`config.mk`:
```
export PLATFORM = sky130hd
export DESIGN_NAME = fetch_ctrl
export DESIGN_NICKNAME = d
export VERILOG_FILES = /design/src/rtl/fetch_ctrl.sv
export SDC_FILE = /design/constraint.sdc
export NUM_CORES = 1
export LEC_CHECK = 0
export CAP_MARGIN = 5
export CORE_MARGIN = 4
export CORE_UTILIZATION = 46
export CTS_CLUSTER_SIZE = 28
export DETAILED_ROUTE_END_ITERATION = 16
export GPL_TIMING_DRIVEN = 0
export PLACE_DENSITY = 0.88
export REMOVE_ABC_BUFFERS = 1
export SLEW_MARGIN = 5
export SYNTH_ARGS = -nofsm -noshare
export SYNTH_HDL_FRONTEND = slang
export SYNTH_SLANG_ARGS = --single-unit
```
`constraint.sdc`:
```
create_clock -name clk -period 2.71 [get_ports clk]
set_input_delay 0.6775 -clock clk [delete_from_list [all_inputs] [get_ports clk]]
set_output_delay 0.6775 -clock clk [all_outputs]
set_load 0.02 [all_outputs]
```
`src/rtl/fetch_ctrl.sv`:
```
// Instruction fetch sequencer: owns the PC, issues one imem request at a time and
// presents a registered {pc, inst} slot. Optional macro: FETCH_CTRL_ALIGN_CHECK_EN.
`timescale 1ns/1ps
module fetch_ctrl #(
  parameter logic [31:0] RESET_PC = 32'h0000_0000
) (
  input  logic        clk,
  input  logic        rst,
  input  logic        stall,
  input  logic        redirect_valid,
  input  logic [31:0] redirect_pc,
  output logic        imem_req,
  output logic [31:0] imem_addr,
  input  logic        imem_ready,
  input  logic        imem_rvalid,
  input  logic [31:0] imem_rdata,
  output logic        if_valid,
  output logic [31:0] if_pc,
  output logic [31:0] if_inst,
  output logic        addr_err
);

  typedef enum logic [2:0] {
    S_IDLE = 3'd0,
    S_REQ  = 3'd1,
    S_WAIT = 3'd2,
    S_DROP = 3'd3,
    S_HOLD = 3'd4,
    S_ERR  = 3'd5
  } state_t;

  state_t      state, state_n;
  logic [31:0] pc, pc_n;
  logic [31:0] req_pc, req_pc_n;
  logic        if_valid_n;
  logic [31:0] if_pc_n, if_inst_n;
  logic        pend, pend_n;
  logic [31:0] redir_target;
  logic        misaligned;
  logic        inflight;

`ifdef FETCH_CTRL_ALIGN_CHECK_EN
  assign redir_target = redirect_pc;
  assign misaligned   = redirect_valid && (redirect_pc[1:0] != 2'b00);
  assign addr_err     = (state == S_ERR);
`else
  logic unused_redir_lsb;
  assign unused_redir_lsb = ^redirect_pc[1:0];
  assign redir_target     = {redirect_pc[31:2], 2'b00};
  assign misaligned       = 1'b0;
  assign addr_err         = 1'b0;
`endif

  assign imem_req  = (state == S_REQ);
  assign imem_addr = pc;

  // A request is still owed a response after this edge unless its rvalid arrives now.
  always_comb begin
    inflight = 1'b0;
    case (state)
      S_REQ:   inflight = imem_ready;
      S_WAIT:  inflight = !imem_rvalid;
      S_DROP:  inflight = !imem_rvalid;
      S_ERR:   inflight = pend && !imem_rvalid;
      default: inflight = 1'b0;
    endcase
  end

  // Next-state and next-register logic; redirect overrides every other event.
  always_comb begin
    state_n    = state;
    pc_n       = pc;
    req_pc_n   = req_pc;
    if_valid_n = if_valid;
    if_pc_n    = if_pc;
    if_inst_n  = if_inst;
    pend_n     = pend;
    if (redirect_valid) begin
      pc_n       = redir_target;
      if_valid_n = 1'b0;
      if (misaligned) begin
        state_n = S_ERR;
        pend_n  = inflight;
      end else begin
        // A stale response still owed must be absorbed before the next request.
        state_n = inflight ? S_DROP : S_REQ;
        pend_n  = 1'b0;
      end
    end else begin
      case (state)
        S_IDLE: state_n = S_REQ;
        S_REQ: begin
          if (imem_ready) begin
            req_pc_n = pc;
            pc_n     = pc + 32'd4;
            state_n  = S_WAIT;
          end else begin
            state_n = S_REQ;
          end
        end
        S_WAIT: begin
          if (imem_rvalid) begin
            if_inst_n  = imem_rdata;
            if_pc_n    = req_pc;
            if_valid_n = 1'b1;
            state_n    = S_HOLD;
          end else begin
            state_n = S_WAIT;
          end
        end
        S_DROP: begin
          if (imem_rvalid) begin
            state_n = S_REQ;
          end else begin
            state_n = S_DROP;
          end
        end
        S_HOLD: begin
          if (!stall) begin
            if_valid_n = 1'b0;
            state_n    = S_REQ;
          end else begin
            state_n = S_HOLD;
          end
        end
        S_ERR: begin
          if (imem_rvalid) begin
            pend_n = 1'b0;
          end else begin
            pend_n = pend;
          end
        end
        default: state_n = S_IDLE;
      endcase
    end
  end

  // State and datapath registers with synchronous reset.
  always_ff @(posedge clk) begin
    if (rst) begin
      state    <= S_IDLE;
      pc       <= RESET_PC;
      req_pc   <= 32'd0;
      if_valid <= 1'b0;
      if_pc    <= 32'd0;
      if_inst  <= 32'd0;
      pend     <= 1'b0;
    end else begin
      state    <= state_n;
      pc       <= pc_n;
      req_pc   <= req_pc_n;
      if_valid <= if_valid_n;
      if_pc    <= if_pc_n;
      if_inst  <= if_inst_n;
      pend     <= pend_n;
    end
  end

endmodule

```
; Word level (Yosys, flattened, before mapping)
; Cells that the tools add are included.
[totals]
input_bits = 70
wordCells = 43
out_inout_bits = 99
reg_bits = 132
[classes]
eq_ne = 8
mux = 14
bitwise_logic = 1
addsub = 1
reduce_logical = 12
[op_table]
columns = op, n
row1 = 2-to-1 mux 32 bit, 3
row2 = "adder 32 x 3 -> 32 bit, second input constant", 1
row3 = one-hot mux 3 bit (6 select lines), 1
row4 = 2-to-1 mux 3 bit, 3
row5 = AND reduction 3 bit, 3
row6 = "equality test 3 x 2 -> 1 bit, second input constant", 2
row7 = "equality test 3 bit, second input constant", 2
row8 = 2-to-1 mux 2 bit, 3
row9 = "inequality test 2 bit, second input constant", 3
row10 = nonzero test 2 bit, 3
row11 = one-hot mux 1 bit (2 select lines), 2
row12 = AND reduction 2 bit, 2
row13 = OR reduction 2 bit, 2
row14 = "equality test 3 x 1 -> 1 bit, second input constant", 1
row15 = logical NOT 3 bit, 1
row16 = 2-to-1 mux 1 bit, 2
row17 = logical NOT 1 bit, 1
row18 = inverter 1 bit, 1

; Logic depth before layout (Yosys ltp)
; Gate-level depths: netlist (run 1).
[logic_depth]
depth_word = 5
mapped_depth = 7
mapped_depth_nobuf = 5

; Least setup slack after synthesis (run 1)
; Ideal clock, no wire load.
[synth_path]
path_type = input to register
from = input port imem_ready
to = register pc[22], in the netlist imem_addr[22]
setup_time_ps = 112
stages = 5
path_buffers = 1
arrival_time_ps = 2005
path_slack_ps = 593
required_time_ps = 2598
cell_sequence = nand4bb_4 buf_6 or4_4 or3_1 a2111oi_1
[synth_between]
elab_chain_cells = 2
[synth_lines]
columns = item, line_no
row1 = start: declaration, 14  ; input logic imem_ready,
row2 = nonzero test 2 bit (no source line), -
row3 = AND reduction 2 bit (no source line), -
row4 = end signal: assignment, 150  ; pc <= pc_n;
row5 = end: declaration, 33  ; logic [31:0] pc, pc_n;
; Every way passes these cells.
; A chain may end at the register's enable or synchronous reset.

; Worst setup path in the final report (run 1)
[layout_path]
from = input port imem_rvalid
to = register if_inst[18]
[layout_between]
elab_chain_cells = 1
[layout_lines]
columns = item, line_no
row1 = start: declaration, 15  ; input logic imem_rvalid,
row2 = AND reduction 3 bit (no source line), -
row3 = end signal: assignment, 154  ; if_inst <= if_inst_n;
row4 = end: declaration, 19  ; output logic [31:0] if_inst,
; Every way passes these cells.

==> results of run 1 <==
==> metal layers <==
layer / GRT usage, % / up-vias / share of wire, % / wire length (um)
met5: 0 / - / 0 / 0
met4: 6.96 / 0 / 1.6 / 248
met3: 6.95 / 28 / 7.4 / 1160
met2: 38.5 / 181 / 48 / 7490
met1: 28.2 / 2475 / 43 / 6700
li1: - / 2603 / - / -
==> metrics by stage <==
step           setup slack [ns]  hold slack, ns  area, um^2  power [uW]  setup TNS (ns)
6_report                  0.115           0.446        7640        4930               0
4_1_cts                  0.0290           0.448        7610        4960               0
2_1_floorplan            -0.825           0.426        5060        2160          -51.18
3_3_place_gp              -3.24           0.437        6850        2420         -340.14
3_5_place_dp              -1.03           0.442        6930        2430          -70.24
5_1_grt                  0.0444           0.467        7640        5080               0
==> worst max-delay path, stage by stage <==
cell and delay (ns):
clkdlybuf4s50_1 0.51, or4bb_2 0.77, nor2_4 0.44, buf_12 0.26, nand2_1 0.10, a21oi_1 0.14
==> area by class of cell <==
| cell class | count | area [um^2] |
|---|---|---|
| clock buffer | 19 | 453 |
| clock inverter | 13 | 210 |
| fill | 940 | 3440 |
| inverter | 12 | 48.8 |
| multi-input combinational | 490 | 2530 |
| sequential | 126 | 2520 |
| tap | 140 | 175 |
| timing repair buffer | 165 | 1690 |
| timing repair inverter | 2 | 10.0 |
==> Yosys cell counts (all sizes together) (2+ instances only) <==
master and number:
a2111oi 7, a211oi 10, a21oi 102, a221oi 2, a311oi 13, and2 3, and3 4, and4 10
buf 20, clkbuf 33, dfxtp 126, inv 12, nand2 207, nand3 11, nand4 13, nor2 28
nor2b 4, nor3 9, nor3b 4, nor4 6, o211ai 2, o21ai 10, o31ai 5, or3 8
or4 5, xnor2 5, xor2 3
==> logic make-up (layout without fill, tap and decap cells) <==
group                    after synthesis  after routing  share of synthesized area [%]
AND/OR/NAND/NOR                      319            320                           27.6
AO/OA/AOI/OAI                        156            156                           17.4
flip-flops                           126            126                           47.5
buffers and inverters                 65            211                           5.89
XOR/XNOR                               8              8                           1.32
adder cells (fa/ha/maj)                1              1                          0.235
other                                  1              5                         0.0706
==> what timing repair did <==
| action | 4_1_cts | 5_1_grt |
|---|---|---|
| gates cloned | 2 | 1 |
| endpoints found under the setup margin | 92 | 37 |
| gates resized for setup | 2 | 3 |
| hold buffers | 0 | 0 |
| pin swaps | 0 | 1 |
==> path summary, 6_finish.rpt <==
path / start / end
min: req_pc[23] / if_pc[23]
max reg2reg: state[0] / if_inst[18]
min reg2reg: req_pc[23] / if_pc[23]
max: imem_rvalid / if_inst[18]
==> where the power goes <==
| part | switching [uW] | internal (uW) |
|---|---|---|
| Combinational | 215 | 210 |
| Clock | 846 | 1690 |
| Sequential | 70.3 | 1900 |
==> registers in the layout, indices dropped and copies added, names as in the netlist <==
register   cells
if_valid       1
if_inst       32
req_pc        30
state          3
imem_addr     30
if_pc         30
==> flow_summary.json, run 1 <==
{
  "outcome": "finished, final reports clean",
  "leakage_uw": 0.00254,
  "yosys_register_bits": 126,
  "num_rows": 38,
  "max_freq_ghz": 0.385,
  "crit_fanout": 38,
  "min_path_type": "flop to flop",
  "wirelength_um": 15600,
  "tightest_slew_ns": 0.795,
  "via_per_inst": 5.47,
  "die_w_um": 115,
  "slew_headroom_pct": 46.7,
  "critPathLaunchType": "primary input",
  "setup-violations-final": 0,
  "hpwl_um": 10100,
  "grt_pass1_wl_um": 24500,
  "ir_drop_uv": 433,
  "grt_pass1_vias": 5051,
  "cts_setup_buffers": 0,
  "finClkSkew_ns": 0.00504,
  "placed_cells": 932,
  "worstSetupPathType": "primary input to flop",
  "ys.flop_type": "dfxtp_1",
  "cp_data_arrival_time_ns": 2.93,
  "crit_required_ns": 3.05,
  "synth.largest_area_cell": "dfxtp_1",
  "antenna_found_initial": 0,
  "reg2reg_depth": 5,
  "cts.clk_slew.worst_paths_ns": 0.06,
  "wl_per_cell_um": 16.1,
  "start_util_pct": 48.0,
  "finish.utilization_pct": 68.9,
  "nets": 885,
  "grt_max_degree": 74,
  "synth-async-reset-ratio_pct": 0,
  "synth_warnings": 0,
  "cts_made_buffers": 17,
  "min_path_cells": 2,
  "cts_max_level": 4,
  "fin_crit_sh_pct": 95.8,
  "track_usage_pct": 22.8,
  "io_pins": 169,
  "grt-ovfl-total": 0,
  "synthCells": 676,
  "area_growth_syn_to_layout_pct": 43.7,
  "final_cells": 967,
  "clk_path_buf_depth": 2,
  "route.vias.total": 5287,
  "cts_sinks": 126,
  "drv_slew": 0,
  "most-common-layout-cells": "nand2_1 (206), clkdlybuf4s50_1 (159), dfxtp_1 (126), a21oi_1 (102), nor2_1 (26)",
  "drt_first_pass_iters": 5,
  "io_buffers": 161,
  "dieArea_um2": 13300,
  "initialDrtViolationCount": 453,
  "drive_above_1_share_pct": 6.53,
  "reg2reg_setup_slack_ns": 0.46,
  "drc": 0,
  "clk_latency_ns": 0.41,
  "min_period_ns": 2.60,
  "rsz0062_at_grt": "no",
  "endpoint_kind": "flop",
  "hold_violations": 0,
  "syn_area_per_cell_um2": 7.86,
  "synth_cell_types": 49,
  "yosysSeqAreaShare_pct": 47.5,
  "power.density_nw_per_um2": 645,
  "cts_tree": "yes",
  "cts-root-buf": "clkbuf_16",
  "layout_commonest_cell": "nand2_1",
  "core_um2": 11100,
  "synth_top_area_share_pct": 47.5,
  "maxCapViolCount": 0,
  "die_y_um": 115,
  "place.gp.congestion": 0.775,
  "diodes": 0,
  "ys_top_cells_by_area": "dfxtp_1 (47%), nand2_1 (15%), a21oi_1 (9.6%)",
  "route.antenna.remaining_nets": 0,
  "synth_enable_flop_cells": 0,
  "netlist_area_um2": 5310
}
Note: power is estimated with default switching activity, not from simulation.
==> run 2: changes to the inputs <==
- CORE_UTILIZATION: 46 -> 35
- CTS_BUF_LIST: default -> sky130_fd_sc_hd__clkbuf_4
- PLACE_DENSITY: 0.88 -> default
==> run 2 against run 1 <==
  * Setup slack better by 0.048 ns
  * Sequential power about the same
  * Non-clock buffer count down 1
  * Critical endpoint is now if_inst[10]
  * Cell count up 4.3%
  * Clock skew up 0.0088 ns
  * Critical path depth unchanged
  * Largest power group is now sequential cells
==> flow_summary.json, run 2 (synthesis results as in run 1) <==
{
  "ir_drop_uv": 318,
  "worstSetupPathType": "primary input to flop",
  "cts_setup_buffers": 0,
  "p_int_uw": 2840,
  "diodes": 0,
  "core_um2": 14700,
  "tightest_slew_ns": 0.881,
  "crit_required_ns": 3.16,
  "reg2reg_depth": 5,
  "cts_tree": "yes",
  "grt_pass1_wl_um": 25600,
  "cts.clk_slew.worst_paths_ns": 0.11,
  "io_buffers": 161,
  "cp_data_arrival_time_ns": 3.00,
  "wl_per_cell_um": 15.3,
  "max_freq_ghz": 0.393,
  "initialDrtViolationCount": 296,
  "antenna_found_initial": 0,
  "fillers": 1403,
  "largest_reg_flops": 32,
  "endpoint_kind": "flop",
  "dieArea_um2": 17200,
  "maxCapViolCount": 0,
  "slew_headroom_pct": 41.3,
  "clk_path_buf_depth": 2,
  "grt_pass1_vias": 4921,
  "drc": 0,
  "leakage_uw": 0.00238,
  "outcome": "finished, final reports clean",
  "hp-start": "req_pc[17]",
  "combPwrFrac_pct": 11.1,
  "drv_slew": 0,
  "start_util_pct": 36.1,
  "crit_chain": "clkdlybuf4s50_1 -> or4bb_2 -> nor2_4 -> buf_12 -> nand2_1 -> a21oi_1",
  "route.antenna.remaining_nets": 0,
  "holdWs_ns": 0.454,
  "min_path_cells": 2,
  "cpPeakStageDelay_ns": 0.68,
  "via_per_inst": 5.07,
  "whs_endpoint": "if_pc[17]",
  "grt-ovfl-total": 0,
  "track_usage_pct": 17.9,
  "die_y_um": 131,
  "top_register": "if_inst",
  "reg2reg_setup_slack_ns": 0.37,
  "cts_hold_buf": 0,
  "hold_violations": 0,
  "die_w_um": 131,
  "multiInputGateArea_um2": 2530,
  "r2r_end": "if_inst[10]",
  "route.vias.total": 5112,
  "critPathLaunchType": "primary input",
  "grt_max_degree": 82,
  "area_growth_syn_to_layout_pct": 37.8,
  "p_sw_uw": 976,
  "finish.utilization_pct": 49.8,
  "cts_max_level": 4,
  "num_rows": 44,
  "rsz0062_at_grt": "no",
  "power_switching_share_pct": 25.6,
  "nets": 883,
  "worst_path_max_delay_cell": "or4bb_2",
  "drt_first_pass_iters": 5,
  "cts_made_buffers": 17,
  "min_period_ns": 2.55,
  "r2r_start": "state[1]",
  "clk_latency_ns": 0.53,
  "power.density_nw_per_um2": 521,
  "place.gp.congestion": 0.782,
  "hpwl_um": 10400,
  "cts-root-buf": "clkbuf_4",
  "seqCellArea_um2": 2520,
  "finClkSkew_ns": 0.0138,
  "fin_crit_sh_pct": 94.0,
  "min_path_type": "flop to flop",
  "clockPowerShare_pct": 37.3,
  "most-common-layout-cells": "nand2_1 (206), clkdlybuf4s50_1 (159), dfxtp_1 (125), a21oi_1 (102), nor2_1 (26)",
  "drive_above_1_share_pct": 5.94,
  "cts_sinks": 126,
  "layout_commonest_cell": "nand2_1",
  "crit_fanout": 32,
  "io_pins": 169,
  "seqPwrFrac_pct": 51.7,
  "setup-violations-final": 0,
  "wirelength_um": 15400
}
## run 2: changes by cell type in the layout (fill, tap and decap cells not counted), moves of 2 or more
cell | before | now
clkinv_1 | 0 | 4
clkbuf_4 | 1 | 18
clkbuf_8 | 2 | 0
clkbuf_16 | 17 | 0
clkinvlp_4 | 3 | 1
nor2_2 | 2 | 0
clkinv_2 | 2 | 4
## run 2: worst max-delay path by stage
stage	endpoint	slack (ns)	from
5_1_grt	if_inst[10]	0.06	imem_rvalid
3_3_place_gp	if_inst[21]	-3.15	redirect_valid
2_1_floorplan	if_inst[0]	-0.83	imem_rvalid
6_report	if_inst[10]	0.16	imem_rvalid
3_5_place_dp	req_pc[29]	-1.04	redirect_valid
4_1_cts	if_inst[29]	0.009	redirect_valid
## run 2: layout make-up
type / instances / share of cell area, %
sequential: 126 / 34.5
clock buffer: 18 / 1.85
tap: 184 / 3.15
clock inverter: 14 / 2.36
timing repair buffer: 164 / 22.8
inverter: 12 / 0.667
timing repair inverter: 2 / 0.137
multi-input combinational: 489 / 34.5
## run 2: critical path: cells and delay by family
kind | cells | cell delay, ns
AND/OR/NAND/NOR | 3 | 1.36
buffers and inverters | 2 | 0.78
AO/OA/AOI/OAI | 1 | 0.16
## run 2: stage by stage
step	worst slack (ns)	setup TNS, ns	power (uW)	cells	area (um^2)
after floorplan	-0.825	-51.18	2160	627	5060
after global placement	-3.15	-337.91	2420	972	6900
after detailed placement	-1.04	-72.49	2430	975	6980
after CTS	0.00888	0	3870	1008	7300
after global routing	0.0570	0	4000	1009	7320
final	0.162	0	3810	1009	7320
## run 2: routing by layer
metal	GRT usage, %	vias to the layer above	wire length (um)
li1	-	2615	-
met1	23.4	2336	7310
met2	28.7	151	7050
met3	5.47	10	943
met4	5.31	0	131
met5	0	-	0
## run 2: timing repair
item	in CTS	in global routing
resized for setup	2	3
gates cloned	1	1
setup endpoints to repair	67	79
## run 2: power by group through the flow
stage | registers [uW] | clock network [uW] | logic, uW
finish | 1970 | 1420 | 422
global route | 1980 | 1560 | 456
CTS | 1970 | 1480 | 423
detailed placement | 2010 | 0 | 418
global placement | 2010 | 0 | 413
floorplan | 2030 | 0 | 122
==> run 3: changes to the inputs <==
- ABC_AREA: default -> 1
- CAP_MARGIN: 5 -> default
- CORE_MARGIN: 4 -> 2
==> run 3 against run 2 <==
  * Wire length rose by 1.9%
  * Synthesized cell count is 14% higher
  * Clock power up 4%
  * Power up 3.9%
  * Synthesized area rose by 3.1%
  * Die area fell by 3.2%
  * Utilization decreased by 0.50 points
  * Design area up 2.8%
  * Sequential share of layout area fell by 0.95 points
  * Global-route usage is 1.6 points higher
  * Cell count is 13% higher
  * Hold slack better by 0.013 ns
  * Largest cell class is now registers
  * Largest power group unchanged
==> flow_summary.json, run 3 <==
{
  "top_register": "if_inst",
  "startpoint": "state[2]",
  "grt-ovfl-total": 0,
  "netlist_area_um2": 5480,
  "grt_pass1_wl_um": 25500,
  "yosysSeqAreaShare_pct": 46.1,
  "ys.flop_type": "dfxtp_1",
  "cts_sinks": 126,
  "outcome": "finished, final reports clean",
  "maxCapViolCount": 0,
  "synth-async-reset-ratio_pct": 0,
  "num_rows": 45,
  "final_cells": 1138,
  "max_freq_ghz": 0.400,
  "tns_ns": 0,
  "area_growth_syn_to_layout_pct": 37.3,
  "holdWs_ns": 0.466,
  "io_pins": 169,
  "drt_first_pass_iters": 6,
  "drv_slew": 0,
  "worstSetupPathType": "flop to output pin",
  "hpwl_um": 10400,
  "core_um2": 15300,
  "tightest_slew_ns": 0.969,
  "place.gp.congestion": 0.824,
  "via_per_inst": 4.62,
  "largest_reg_flops": 32,
  "antenna_found_initial": 0,
  "cts_tree": "yes",
  "synth_top_area_share_pct": 46.1,
  "setup_ws_ns": 0.211,
  "synth_warnings": 0,
  "io_buffers": 161,
  "grt_pass1_vias": 4981,
  "placed_cells": 1106,
  "min_path_cells": 2,
  "clk_path_buf_depth": 2,
  "r2r_start": "state[1]",
  "diodes": 0,
  "cts_made_buffers": 17,
  "synth.largest_area_cell": "dfxtp_1",
  "synthCells": 771,
  "wirelength_um": 15700,
  "cp_data_arrival_time_ns": 1.82,
  "syn_area_per_cell_um2": 7.10,
  "crit_required_ns": 2.03,
  "ys_top_cells_by_area": "dfxtp_1 (46%), nor2_1 (11%), nand2_1 (10%)",
  "die_y_um": 129,
  "rsz0062_at_grt": "no",
  "cts-root-buf": "clkbuf_4",
  "min_period_ns": 2.50,
  "power.density_nw_per_um2": 527,
  "layout_commonest_cell": "nor2_1",
  "synth_enable_flop_cells": 0,
  "track_usage_pct": 19.5,
  "drc": 0,
  "fin_crit_sh_pct": 92.2,
  "cts.clk_slew.worst_paths_ns": 0.10,
  "setup-violations-final": 0,
  "clk_latency_ns": 0.54,
  "slew_headroom_pct": 35.4,
  "hold_violations": 0,
  "cts_max_level": 4,
  "drive_above_1_share_pct": 6.90,
  "dieArea_um2": 16700,
  "die_w_um": 129,
  "reg2reg_setup_slack_ns": 0.33,
  "ir_drop_uv": 396,
  "wl_per_cell_um": 13.8,
  "nets": 985,
  "most-common-layout-cells": "nor2_1 (160), clkdlybuf4s50_1 (159), nand2_1 (152), dfxtp_1 (126), o21ai_0 (73)",
  "crit_fanout": 5,
  "min_path_type": "flop to flop",
  "route.antenna.remaining_nets": 0,
  "start_util_pct": 35.9,
  "synthTopCellsByCount": "nor2_1 (160), nand2_1 (152), dfxtp_1 (126)",
  "critPathCapture": "imem_req",
  "dpl_worst_slack_ns": -1.39,
  "critPathLaunchType": "flop",
  "cts_setup_buffers": 0,
  "finClkSkew_ns": 0.0140,
  "initialDrtViolationCount": 321,
  "grt_max_degree": 56,
  "yosysMostFrequentCell": "nor2_1",
  "yosys_register_bits": 126,
  "leakage_uw": 0.00306,
  "route.vias.total": 5260,
  "reg2reg_depth": 10,
  "synth_cell_types": 34,
  "endpoint_kind": "output pin",
  "r2r_end": "if_pc[24]"
}
## run 3: worst min-delay path by stage
stage | slack, ns | end | from
after global placement | 0.45 | req_pc[31] | req_pc[31]
after global routing | 0.49 | if_pc[23] | req_pc[23]
final | 0.47 | if_pc[20] | req_pc[20]
after floorplan | 0.43 | if_pc[31] | req_pc[31]
after CTS | 0.47 | if_pc[23] | req_pc[23]
after detailed placement | 0.45 | if_pc[20] | req_pc[20]
## run 3: per-stage QoR
stage	power, uW	instance area [um^2]	utilization (%)
floorplan	2240	5270	-
global placement	2520	7140	46.8
detailed placement	2520	7200	47.2
CTS	4000	7520	49.3
global route	4140	7520	49.3
finish	3960	7520	49.3
## run 3: cells by family after synthesis
kind of cell,after synthesis,share of synthesized area [%]
AOI/OAI and AO/OA,152,14.7
xor gates and xnor gates,10,1.60
adders and majority gates,1,0.228
buffers and inverters,103,8.22
DFF,126,46.1
other,1,0.0685
and+or+nand+nor,378,29.1
## run 3: power breakdown
part           switching, uW  internal (uW)
clock                    683            798
sequential              62.6           1910
combinational            268            234
total                   1010           2950
## run 3: critical path, cell delays in order (launching register included)
cell and delay [ns]:
dfxtp_1 0.38, inv_2 0.10, nand3_4 0.10, inv_2 0.09
clkdlybuf4s50_1 0.62
## run 3: timing repair
item / in CTS / in global routing
endpoints found under the setup margin: 107 / 1
hold buffers: 0 / 0
gates resized for setup: 4 / 2
## run 3: metal layers
metal / wire length (um) / vias up / part of all wire, % / track usage (%)
li1: - / 2762 / - / -
met1: 7530 / 2314 / 48 / 25.5
met2: 6970 / 168 / 44 / 31.8
met3: 1010 / 16 / 6.4 / 5.33
met4: 207 / 0 / 1.3 / 5.56
met5: 0 / - / 0 / 0
## run 3: layout make-up
class,instances,area (um^2)
Multi-Input combinational cell,546,2520
Inverter,59,229
Clock buffer,24,180
Clock inverter,8,139
Sequential cell,126,2520
Timing Repair Buffer,164,1670
Fill cell,1568,7740
Tap cell,211,264
